## src/rtl/assoc_datacache_pkg.sv

```systemverilog
// Shared definitions for the set-associative data cache.
//   - FSM state encoding (idle / write-back / fill / respond)
//   - BYTE_SIZE and helpers that derive the address-field widths
// Optional feature macro used by the top: DCACHE_STATS_EN (hit/miss counters).
package assoc_datacache_pkg;

  localparam int unsigned BYTE_SIZE = 8;

  typedef enum logic [1:0] {
    StIdle = 2'd0,
    StWb   = 2'd1,
    StFill = 2'd2,
    StResp = 2'd3
  } state_e;

  // Byte-offset width of a line: words are 4 bytes wide.
  function automatic int unsigned off_bits(input int unsigned block_words);
    return $clog2(block_words * 4);
  endfunction

  function automatic int unsigned idx_bits(input int unsigned sets);
    return $clog2(sets);
  endfunction

  // Signal widths must be at least one bit even when a field is empty.
  function automatic int unsigned min1(input int unsigned v);
    return (v == 0) ? 1 : v;
  endfunction

endpackage

```

## src/rtl/assoc_datacache_line_merge.sv

```systemverilog
// Combinational word select and byte-enable merge into a cache line.
// Ports:
//   line_in   - current line contents (word 0 in the LSBs)
//   word_sel  - word within the line
//   write     - apply the byte-enabled store
//   wdata/be  - store data and byte enables
//   line_out  - line with the merged word
//   word_out  - selected word after the merge (the load/store response word)
module assoc_datacache_line_merge
  import assoc_datacache_pkg::*;
#(
  parameter int unsigned WORD_SIZE   = 32,
  parameter int unsigned BLOCK_WORDS = 8
) (
  input  logic [WORD_SIZE*BLOCK_WORDS-1:0] line_in,
  input  logic [$clog2(BLOCK_WORDS)-1:0]   word_sel,
  input  logic                             write,
  input  logic [WORD_SIZE-1:0]             wdata,
  input  logic [WORD_SIZE/BYTE_SIZE-1:0]   be,
  output logic [WORD_SIZE*BLOCK_WORDS-1:0] line_out,
  output logic [WORD_SIZE-1:0]             word_out
);

  localparam int unsigned BE_W = WORD_SIZE / BYTE_SIZE;

  logic [WORD_SIZE-1:0] old_word;
  logic [WORD_SIZE-1:0] new_word;

  always_comb begin
    old_word = line_in[word_sel*WORD_SIZE +: WORD_SIZE];
    new_word = old_word;
    if (write) begin
      for (int i = 0; i < BE_W; i++) begin
        if (be[i]) new_word[i*BYTE_SIZE +: BYTE_SIZE] = wdata[i*BYTE_SIZE +: BYTE_SIZE];
      end
    end
    line_out = line_in;
    line_out[word_sel*WORD_SIZE +: WORD_SIZE] = new_word;
    word_out = new_word;
  end

endmodule

```

## src/rtl/assoc_datacache.sv

```systemverilog
// Write-back, write-allocate, 1- or 2-way set-associative data cache with LRU
// replacement and a valid/ack handshake to block-wide memory.
// Ports:
//   clk, rst                     - clock, synchronous active-high reset
//   req_*                        - CPU request (valid, write, addr, wdata, be), req_ready
//   resp_valid, resp_rdata       - one-cycle completion pulse and result word
//   mem_req/we/addr/wdata        - memory transaction (write-back or fill)
//   mem_ack, mem_rdata           - memory completion and fill line
//   hit_count, miss_count        - saturating counters, only with DCACHE_STATS_EN
module assoc_datacache
  import assoc_datacache_pkg::*;
#(
  parameter int unsigned WORD_SIZE   = 32,
  parameter int unsigned BLOCK_WORDS = 8,
  parameter int unsigned SETS        = 4,
  parameter int unsigned WAYS        = 2
) (
  input  logic                             clk,
  input  logic                             rst,
  input  logic                             req_valid,
  input  logic                             req_write,
  input  logic [WORD_SIZE-1:0]             req_addr,
  input  logic [WORD_SIZE-1:0]             req_wdata,
  input  logic [WORD_SIZE/BYTE_SIZE-1:0]   req_be,
  output logic                             req_ready,
  output logic                             resp_valid,
  output logic [WORD_SIZE-1:0]             resp_rdata,
  output logic                             mem_req,
  output logic                             mem_we,
  output logic [WORD_SIZE-1:0]             mem_addr,
  output logic [WORD_SIZE*BLOCK_WORDS-1:0] mem_wdata,
  input  logic                             mem_ack,
  input  logic [WORD_SIZE*BLOCK_WORDS-1:0] mem_rdata
`ifdef DCACHE_STATS_EN
  ,
  output logic [31:0]                      hit_count,
  output logic [31:0]                      miss_count
`endif
);

  localparam int unsigned OFF_W  = off_bits(BLOCK_WORDS);
  localparam int unsigned SEL_W  = $clog2(BLOCK_WORDS);
  localparam int unsigned IDX_B  = idx_bits(SETS);
  localparam int unsigned IDX_W  = min1(IDX_B);
  localparam int unsigned TAG_W  = WORD_SIZE - OFF_W - IDX_B;
  localparam int unsigned LINE_W = WORD_SIZE * BLOCK_WORDS;
  localparam int unsigned BE_W   = WORD_SIZE / BYTE_SIZE;

  state_e state_q, state_d;

  // Line state arrays.
  logic [WAYS-1:0]   valid_q [SETS];
  logic [WAYS-1:0]   dirty_q [SETS];
  logic [SETS-1:0]   lru_q;
  logic [TAG_W-1:0]  tags_q  [SETS][WAYS];
  logic [LINE_W-1:0] data_q  [SETS][WAYS];

  // Request held across a miss.
  logic [IDX_W-1:0]     req_idx_q;
  logic [TAG_W-1:0]     req_tag_q;
  logic [SEL_W-1:0]     req_sel_q;
  logic                 write_q;
  logic [WORD_SIZE-1:0] wdata_q;
  logic [BE_W-1:0]      be_q;
  logic                 victim_q;

  logic                 resp_valid_q;
  logic [WORD_SIZE-1:0] resp_rdata_q;

  // Live address decode.
  logic [IDX_W-1:0] req_idx;
  logic [TAG_W-1:0] req_tag;
  logic [SEL_W-1:0] req_sel;
  logic             unused_addr_bits;

  assign req_tag = req_addr[WORD_SIZE-1 -: TAG_W];
  assign req_sel = req_addr[OFF_W-1:2];
  assign unused_addr_bits = ^req_addr[1:0];

  if (IDX_B > 0) begin : g_idx
    assign req_idx = req_addr[OFF_W +: IDX_W];
  end else begin : g_no_idx
    assign req_idx = '0;
  end

  function automatic logic [WORD_SIZE-1:0] line_addr(input logic [TAG_W-1:0] t,
                                                     input logic [IDX_W-1:0] i);
    logic [WORD_SIZE-1:0] a;
    a = '0;
    if (IDX_B > 0) a[OFF_W +: IDX_W] = i;
    a[WORD_SIZE-1 -: TAG_W] = t;
    return a;
  endfunction

  // Lookup and victim choice.
  logic [WAYS-1:0] hit_vec;
  logic            hit;
  logic            hit_way;
  logic            vic_way;
  logic            vic_dirty;
  logic            accept;
  logic            hit_acc;
  logic            miss_acc;

  always_comb begin
    for (int w = 0; w < WAYS; w++) begin
      hit_vec[w] = valid_q[req_idx][w] && (tags_q[req_idx][w] == req_tag);
    end
    hit     = |hit_vec;
    hit_way = (WAYS == 2) ? hit_vec[WAYS-1] : 1'b0;

    // Invalid ways fill first (way 0 before way 1), otherwise the LRU way.
    if (!valid_q[req_idx][0])                          vic_way = 1'b0;
    else if ((WAYS == 2) && !valid_q[req_idx][WAYS-1]) vic_way = 1'b1;
    else                                               vic_way = (WAYS == 2) ? lru_q[req_idx] : 1'b0;
    vic_dirty = valid_q[req_idx][vic_way] && dirty_q[req_idx][vic_way];
  end

  assign req_ready = (state_q == StIdle) && !rst;
  assign accept    = req_ready && req_valid;
  assign hit_acc   = accept && hit;
  assign miss_acc  = accept && !hit;

  // One merge unit, shared by the hit path (live request) and RESP (held request).
  logic [LINE_W-1:0]    m_line;
  logic [SEL_W-1:0]     m_sel;
  logic                 m_write;
  logic [WORD_SIZE-1:0] m_wdata;
  logic [BE_W-1:0]      m_be;
  logic [LINE_W-1:0]    m_line_new;
  logic [WORD_SIZE-1:0] m_word;

  always_comb begin
    if (state_q == StResp) begin
      m_line  = data_q[req_idx_q][victim_q];
      m_sel   = req_sel_q;
      m_write = write_q;
      m_wdata = wdata_q;
      m_be    = be_q;
    end else begin
      m_line  = data_q[req_idx][hit_way];
      m_sel   = req_sel;
      m_write = req_write;
      m_wdata = req_wdata;
      m_be    = req_be;
    end
  end

  assoc_datacache_line_merge #(
    .WORD_SIZE  (WORD_SIZE),
    .BLOCK_WORDS(BLOCK_WORDS)
  ) u_merge (
    .line_in (m_line),
    .word_sel(m_sel),
    .write   (m_write),
    .wdata   (m_wdata),
    .be      (m_be),
    .line_out(m_line_new),
    .word_out(m_word)
  );

  // Next state and memory-side outputs. Memory outputs derive only from
  // registered state, so they hold steady until the acking edge.
  always_comb begin
    state_d   = state_q;
    mem_req   = 1'b0;
    mem_we    = 1'b0;
    mem_addr  = '0;
    mem_wdata = '0;
    unique case (state_q)
      StIdle: begin
        if (miss_acc) state_d = vic_dirty ? StWb : StFill;
      end
      StWb: begin
        mem_req   = 1'b1;
        mem_we    = 1'b1;
        mem_addr  = line_addr(tags_q[req_idx_q][victim_q], req_idx_q);
        mem_wdata = data_q[req_idx_q][victim_q];
        if (mem_ack) state_d = StFill;
      end
      StFill: begin
        mem_req  = 1'b1;
        mem_addr = line_addr(req_tag_q, req_idx_q);
        if (mem_ack) state_d = StResp;
      end
      StResp: begin
        state_d = StIdle;
      end
      default: state_d = StIdle;
    endcase
  end

  // Control state, line flags and response.
  always_ff @(posedge clk) begin
    if (rst) begin
      state_q      <= StIdle;
      resp_valid_q <= 1'b0;
      resp_rdata_q <= '0;
      lru_q        <= '0;
      for (int s = 0; s < SETS; s++) begin
        valid_q[s] <= '0;
        dirty_q[s] <= '0;
      end
    end else begin
      state_q      <= state_d;
      resp_valid_q <= 1'b0;
      if (hit_acc) begin
        resp_valid_q <= 1'b1;
        resp_rdata_q <= m_word;
        if (req_write) dirty_q[req_idx][hit_way] <= 1'b1;
        if (WAYS == 2) lru_q[req_idx] <= ~hit_way;
      end
      if ((state_q == StFill) && mem_ack) begin
        valid_q[req_idx_q][victim_q] <= 1'b1;
        dirty_q[req_idx_q][victim_q] <= 1'b0;
      end
      if (state_q == StResp) begin
        resp_valid_q <= 1'b1;
        resp_rdata_q <= m_word;
        if (write_q) dirty_q[req_idx_q][victim_q] <= 1'b1;
        if (WAYS == 2) lru_q[req_idx_q] <= ~victim_q;
      end
    end
  end

  // Line data, tags and held request need no reset: valid bits guard them.
  always_ff @(posedge clk) begin
    if (!rst) begin
      if (hit_acc && req_write) data_q[req_idx][hit_way] <= m_line_new;
      if (miss_acc) begin
        req_idx_q <= req_idx;
        req_tag_q <= req_tag;
        req_sel_q <= req_sel;
        write_q   <= req_write;
        wdata_q   <= req_wdata;
        be_q      <= req_be;
        victim_q  <= vic_way;
      end
      if ((state_q == StFill) && mem_ack) begin
        data_q[req_idx_q][victim_q] <= mem_rdata;
        tags_q[req_idx_q][victim_q] <= req_tag_q;
      end
      if ((state_q == StResp) && write_q) data_q[req_idx_q][victim_q] <= m_line_new;
    end
  end

  assign resp_valid = resp_valid_q;
  assign resp_rdata = resp_rdata_q;

`ifdef DCACHE_STATS_EN
  always_ff @(posedge clk) begin
    if (rst) begin
      hit_count  <= '0;
      miss_count <= '0;
    end else begin
      if (hit_acc && (hit_count != '1))   hit_count  <= hit_count + 32'd1;
      if (miss_acc && (miss_count != '1)) miss_count <= miss_count + 32'd1;
    end
  end
`endif

endmodule
```

## config.mk

```make
export PLATFORM = sky130hd
export DESIGN_NAME = assoc_datacache
export DESIGN_NICKNAME = d
export VERILOG_FILES = /design/src/rtl/assoc_datacache_pkg.sv /design/src/rtl/assoc_datacache_line_merge.sv /design/src/rtl/assoc_datacache.sv
export SDC_FILE = /design/constraint.sdc
export NUM_CORES = 2
export LEC_CHECK = 0
export ABC_AREA = 0
export ABC_CLOCK_PERIOD_IN_PS = 17000
export BUFFER_PORTS_ARGS = -buffer_cell sky130_fd_sc_hd__buf_4
export CORE_AREA = 2 2 474 476
export CTS_CLUSTER_DIAMETER = 30
export DETAILED_ROUTE_END_ITERATION = 8
export DIE_AREA = 0 0 476 478
export MAX_ROUTING_LAYER = met4
export PLACE_DENSITY_LB_ADDON = 0.05
export SYNTH_ARGS = -nofsm -noshare
export SYNTH_HDL_FRONTEND = slang
export SYNTH_SLANG_ARGS = --single-unit
```

## constraint.sdc

```tcl
create_clock -name clk -period 17 [get_ports clk]
set_input_delay 3.4 -clock clk [delete_from_list [all_inputs] [get_ports clk]]
set_output_delay 3.4 -clock clk [all_outputs]
set_load 0.02 [all_outputs]
```

## Word level (Yosys, flattened, before mapping)

Memory sizes are Yosys's and may differ from the RTL's. A register that Yosys moved wholly into a read port is not among the register bits.
Cells that the tools add are included.

- Memories: 4
- Flip-flop bits (word level): 107
- Input port bits: 329
- RAM bits: 2264

Memories:

| name | words | width | rd ports | clocked after memory_dff | wr ports | RTL line | source |
|---|---|---|---|---|---|---|---|
| data_q | 4 | 512 | 2 | 1 | 1 | assoc_datacache.sv:56 | `logic [LINE_W-1:0] data_q [SETS][WAYS];` |
| tags_q | 4 | 50 | 2 | 1 | 1 | assoc_datacache.sv:55 | `logic [TAG_W-1:0] tags_q [SETS][WAYS];` |
| dirty_q | 4 | 2 | 1 | 0 | 4 | assoc_datacache.sv:53 | `logic [WAYS-1:0] dirty_q [SETS];` |
| valid_q | 4 | 2 | 1 | 0 | 4 | assoc_datacache.sv:52 | `logic [WAYS-1:0] valid_q [SETS];` |

- Eq/ne operators: 8
- Reductions and logical operators: 28
- Order comparisons: 13
- Add/sub/neg operators: 1
- Shift operators: 3
- Muxes and demuxes: 609
- Bitwise gates (word level): 519

Operator list:

| operator | number |
|---|---|
| $mux 256 | 10 |
| $mux 512 | 5 |
| $mux 1 | 544 |
| $or 1x1->1 | 514 |
| $demux 256 s1 | 2 |
| $reduce_or 512->1 | 1 |
| $bwmux 256 | 1 |
| $shift 32x34->256 const A | 1 |
| $shiftx 256x9->32 | 1 |
| $shiftx 32x34->256 | 1 |
| $mux 32 | 4 |
| $mux 25 | 4 |
| $pmux 32 s2 | 1 |
| $eq 25x25->1 | 2 |
| $mux 50 | 1 |
| $mux 2 | 19 |
| $neg 8->34 | 1 |
| $mux 8 | 4 |
| $demux 25 s1 | 1 |
| $logic_and 1x1->1 | 16 |
| $mux 4 | 4 |
| $reduce_or 2->1 | 5 |
| $bwmux 4 | 2 |
| $pmux 2 s4 | 1 |
| other kinds (20) | 36 |

## Logic depth before layout (Yosys ltp)

An unclocked memory read counts as a cell.

- Depth in word-level cells: 15
- Depth in mapped cells: 18
- Mapped depth without buffers: 12

## Modules after synthesis

A second synthesis with hierarchy kept.

- Cells, all modules: 7131
- Area total of the unflattened synthesis: 122501.2 µm²

Modules (own cells, without submodules):

| module | times used | cells each | area each (µm²) |
|---|---|---|---|
| assoc_datacache | 1 | 6341 | 116466.7 |
| assoc_datacache_line_merge | 1 | 790 | 6034.5 |

## Worst setup path before layout

No wires, ideal clock.

- Kind: input to register
- Start point: in req_addr[5]
- End point: mem data_q[0][256] in the netlist's numbering, enable pin
- Setup slack: -0.855 ns
- Setup time: 0.879 ns
- Path buffers: 4
- Arrival time: 16.976 ns
- Cell stages on the path: 14
- Cells stage by stage: buf_4 buf_4 buf_4 buf_2 mux4_2 xor2_1 nor4_1 nand4_1 o21ai_0 nand3_1 or3_1 nor2_1 a21oi_1 nor2_1

- Cells in the longest elaborated chain, start to end: 10
- Elaborated cells between the ends (all ways): 20

RTL lines:

| what | RTL line | source |
|---|---|---|
| from (decl) | assoc_datacache.sv:22 | `input logic [WORD_SIZE-1:0] req_addr,` |
| $mem_v2 4x50 | n/a |  |
| $eq 25x25->1 | assoc_datacache.sv:107 | `hit_vec[w] = valid_q[req_idx][w] && (tags_q[req_idx][w] == req_tag);` |
| $logic_and 1x1->1 | assoc_datacache.sv:107 |  |
| $not 1->2 (not written as such) / $reduce_or 2->1 (equally long branches) | assoc_datacache.sv:229, assoc_datacache.sv:109 |  |
| $ge 2x2->1 (not written as such) (tied with other cells) | assoc_datacache.sv:229 | `if (hit_acc && req_write) data_q[req_idx][hit_way] <= m_line_new;` |
| $logic_and 1x1->1 (not written as such) | assoc_datacache.sv:229 |  |
| $mux 256 (not written as such) / $mux 1 (equally long branches) | assoc_datacache.sv:229 |  |
| $demux 256 s1 / $mux 1 (equally long branches) | assoc_datacache.sv:229, assoc_datacache.sv:228 |  |
| $mux 512 (not written as such) | assoc_datacache.sv:229 |  |
| $mux 512 (no line) | n/a |  |
| to (decl) | assoc_datacache.sv:56 |  |

Several ways; a longest one is shown, not always the timed one.

## Worst setup path in the final report

- Start point: in req_addr[5]
- End point: mem data_q[3][127] in the netlist's numbering, data pin

- Cells in the longest elaborated chain, start to end: 15
- Elaborated cells between the ends (all ways): 20

RTL lines:

| what | RTL line | source |
|---|---|---|
| $mem_v2 4x50 | n/a |  |
| $eq 25x25->1 | assoc_datacache.sv:107 |  |
| $logic_and 1x1->1 | assoc_datacache.sv:107 |  |
| $not 1->2 (not written as such) | assoc_datacache.sv:141 | `m_line = data_q[req_idx][hit_way];` |
| $mux 256 (not written as such) (*) (3 in a row) | assoc_datacache.sv:141 |  |
| $mux 256 (*) | assoc_datacache.sv:134 | `if (state_q == StResp) begin` |
| $shiftx 256x9->32 | assoc_datacache_line_merge.sv:30 | `old_word = line_in[word_sel*WORD_SIZE +: WORD_SIZE];` |
| $mux 8 | assoc_datacache_line_merge.sv:34 | `if (be[i]) new_word[i*BYTE_SIZE +: BYTE_SIZE] = wdata[i*BYTE_SIZE +: BYTE_SIZE];` |
| $mux 32 | assoc_datacache_line_merge.sv:32 | `if (write) begin` |
| $shiftx 32x34->256 | assoc_datacache_line_merge.sv:38 | `line_out[word_sel*WORD_SIZE +: WORD_SIZE] = new_word;` |
| $bwmux 256 (*) | assoc_datacache_line_merge.sv:38 |  |
| $mux 1 (no line) | n/a |  |
| $mux 512 (no line) (*) | n/a |  |

Mark *: on every way between the ends. The rest lies on a longest branch, timed or not. The select of a mux whose other input is x is not followed.

==> impl_results.md <==
* Remaining routing DRC violations at 0
* Max capacitance violation total at 4
* Area of all placed cells without fillers at 151000 sq um
* Clock root buffer: sky130_fd_sc_hd__clkbuf_16
* Comb pwr share at 23.5%
* Area leader, netlist: sky130_fd_sc_hd__edfxtp_1
* Net count reported at finish at 9132
* Initial antenna violation count at 59
* Starting density of the core at 55.6%
* Total number of placement rows at 174
* Flop pwr share at 30.7%
* Transition time of the tightest slew-check pin at 1.48 ns
* Leakage power at 51.5 nW
* Clock slew seen by the registers of the worst setup and hold paths at 0.04 ns
* Remaining max-slew budget at the tightest pin at -1.41%
* Netlist area before placement at 124000 sq um
* Fraction of final layout cells sized beyond drive strength 1 at 35.1%
* Seq/Total Area, Yosys at 57.1%
* RD Place Congestion at 0.924
* Die X-Extent at 476 um
* Worst vdd rail ir drop at 0.000115 V
* Crit Path Category: in2reg
* RSZ-0062 raised after global routing: false
* Reg2reg path depth at 13
* Count of port buffers added during placement at 645
* Post-synth EDFFs at 2332
* 1st-pass router iterations at 7
* Total net switching power at 7.13 mW
* Post-synthesis area per instance at 15.4 sq um
* Time the worst path needs with I/O delays and setup at 10.91 ns
* Most common library cells after synthesis: 2332 x sky130_fd_sc_hd__edfxtp_1, 1116 x sky130_fd_sc_hd__mux4_2, 602 x sky130_fd_sc_hd__nand2_1, 443 x sky130_fd_sc_hd__clkbuf_1, 424 x sky130_fd_sc_hd__nor2_1
* Switching share of power at 30.5%
* Data arrival time of the critical path at 11.72 ns
* Detail-routed net length per standard cell at 39.3 um
* Share of the synthesized netlist area taken by xor and xnor gates at 0.318%
* CTS resizes at 0
* Share of the clock period used by the worst path at 64.2%
* Main combinational cell family by area after synthesis: multiplexers
* Area taken by multi-input logic gates at 50300 sq um
* Core Region at 223000 sq um
* Routed vias at 89.9k
* Worst flop-to-flop path endpoint: data_q[3][127]$_DFFE_PP_
* Clock Latency Late Sink at 1.00 ns
* Detailed placement HPWL at 301000 um
* Area of the die at 228000 sq um
* Largest net degree at the start of global routing at 124
* Nature of the critical path endpoint: flop
* Cell Pwr Density at 155 nW/um^2
* TritonCTS clock tree: done
* Synthesis-stage register bit count at 2373
* Inserted Clock Buffers at 562
* Mux contribution to synthesized area at 25.2%
* Worst Setup Start Kind: input pin
* Clk pwr share at 45.8%
* Total Negative Setup Slacks at 0 ns
* Setup Buffers After CTS at 0
* Final Hold Fails at 0
* Top-area cell type share of the netlist area at 56.5%
* Mapped Cells at 8056
* Number of distinct library cell variants in the gate-level netlist after synthesis at 76
* Standard cell area after detailed placement at 132000 sq um
* FFs w/ async S/R, synth at 0%
* Post-Layout Cell Count at 12.3k
* Run status: complete, but fails checks
* Data required, critical path at 17.80 ns
* Clock tree sinks at 2373
* Hold_ws at 0.454 ns
* Total gr overflow at 0
* Die height at 478 um
* First-iteration detailed-routing DRC count at 14.2k
* Max-slew violation count at 1
* Flop2flop setup slack at 9.17 ns
* Fraction of the mapped netlist area in simple logic gates at 6.87%
* Most common cell in the synthesized netlist: sky130_fd_sc_hd__edfxtp_1
* Global-route usage over all layers at 43.3%
* Top area cells in the synthesized netlist: sky130_fd_sc_hd__edfxtp_1 56%, sky130_fd_sc_hd__mux4_2 20%, sky130_fd_sc_hd__mux2i_1 2.5%
* Fin Clk Skew at 0.0776 ns
* Fill count at 15.4k
* Total instance count after detailed placement at 11.2k
* Layout area overhead at 21.7%
* FF/Latch Area at 70900 sq um
* Wire length reported by the detailed router at 483000 um
* Internal power at 16.2 mW
* Number of global-route vias before repair at 87.5k
* Share of the core filled with cells in the final layout at 67.6%
* Hold Path Class: reg2reg
* Maximum operating frequency at 91.6 MHz
* H-tree depth at 6
* # setup viols final at 0
* Predominant post-synthesis flop cell: sky130_fd_sc_hd__edfxtp_1
* Yosys Warn Count at 0
* Number of instances on the worst hold path at 2
* Total I/O pin count at 653
* Hold Startpoint: resp_rdata[8]$_SDFFE_PP0P_
* Post-synthesis share of cell area spent on full adders, half adders and majority gates at 0.0908%
* Share of the synthesized area in compound gates (AO/OA/AOI/OAI) at 7.85%
* Via/cell ratio at 7.32
* Buffer levels on the longest clock path at 4
* Maximum fanout along the worst path at 79
* Antenna viol nets, final at 0
* Violations in the final reports: capacitance limit, slew limit
* First-pass GRT wire length at 664000 um
* Worst Hold Path EP: resp_rdata[8]$_SDFFE_PP0P_
* Post-CTS Hold Buffers at 0
[state kept, by name, summed over array words and instances, names as in the netlist, 8 cells and up, named ones only]
name	count
valid_q	8
req_tag_q	25
tags_q	200
dirty_q	8
data_q	2048
wdata_q	32
resp_rdata	32
[metrics by stage]
stage / power [mW] / setup WS [ns]
finish: 23.4 / 6.09
global route: 23.9 / 6.08
CTS: 23.2 / 6.74
detailed placement: 12.6 / 5.76
global placement: 12.5 / 5.75
floorplan: 10.4 / -0.855
[layout by cell type, fill, tap and decap left out, types with 159 or more instances in the layout]
cell type	n
sky130_fd_sc_hd__a21oi_1	160
sky130_fd_sc_hd__buf_4	860
sky130_fd_sc_hd__clkbuf_16	572
sky130_fd_sc_hd__edfxtp_1	2332
sky130_fd_sc_hd__mux2_2	265
sky130_fd_sc_hd__mux2i_1	312
sky130_fd_sc_hd__mux4_2	1116
sky130_fd_sc_hd__nand2_1	596
sky130_fd_sc_hd__nand3_1	159
sky130_fd_sc_hd__nor2_1	408
sky130_fd_sc_hd__nor2b_1	263
sky130_fd_sc_hd__o21ai_0	318
[cell type report]
class,instances,share of cell area (%)
multi-input combinational,4942,33.4
sequential,2373,47.0
clock inverter,337,2.66
timing repair buffer,882,4.56
inverter,33,0.104
antenna,57,0.0945
tap,2992,2.48
clock buffer,659,9.77
[worst max-delay path by stage]
stage / start / depth (start not counted) / endpoint / slack (ns)
2_1_floorplan: req_addr[5] / 14 / data_q[0][256]$_DFFE_PP_ / -0.86
3_3_place_gp: req_addr[5] / 18 / data_q[0][140]$_DFFE_PP_ / 5.75
3_5_place_dp: req_addr[5] / 18 / data_q[0][396]$_DFFE_PP_ / 5.76
4_1_cts: req_addr[5] / 17 / data_q[3][127]$_DFFE_PP_ / 6.74
5_1_grt: req_addr[5] / 17 / data_q[0][396]$_DFFE_PP_ / 6.08
6_report: req_addr[5] / 17 / data_q[3][127]$_DFFE_PP_ / 6.09
[power by group through the flow]
stage,clock (mW),sequential [mW],combinational [mW]
2_1_floorplan,0,7.25,3.15
3_5_place_dp,0,7.27,5.30
6_report,10.7,7.17,5.50
3_3_place_gp,0,7.26,5.22
5_1_grt,11.0,7.18,5.65
4_1_cts,10.7,7.17,5.33
[layer usage]
layer  global-route usage, %  part of all wire [%]
met2                    59.7                    43
met5                       -                     0
met4                    26.9                   7.5
met1                    54.7                    34
met3                    15.7                    15
[logic make-up (layout without fill, tap and decap cells)]
group           after synthesis  after routing
compound gates             1373           1373
simple gates               1816           1816
xor+xnor                     45             45
other cells                   1             62
buf+inv                     745           1911
flops                      2373           2373
mux                        1694           1694
fa+ha+maj                     9              9
[critical path, stage by stage]
cell,delay [ns]
sky130_fd_sc_hd__buf_8,0.44
sky130_fd_sc_hd__buf_4,0.81
sky130_fd_sc_hd__mux4_2,0.61
sky130_fd_sc_hd__xnor2_1,0.25
sky130_fd_sc_hd__o2111ai_1,0.19
sky130_fd_sc_hd__nor3_2,0.21
sky130_fd_sc_hd__buf_4,0.42
sky130_fd_sc_hd__and2_4,0.26
sky130_fd_sc_hd__buf_12,0.41
sky130_fd_sc_hd__buf_4,0.62
sky130_fd_sc_hd__nand3_1,0.16
sky130_fd_sc_hd__a31o_2,0.47
sky130_fd_sc_hd__nor3_1,1.10
sky130_fd_sc_hd__o211ai_1,0.86
sky130_fd_sc_hd__buf_4,0.53
sky130_fd_sc_hd__o21ai_0,0.31
sky130_fd_sc_hd__mux2_2,0.25
Power figures use the tool's default switching activity.
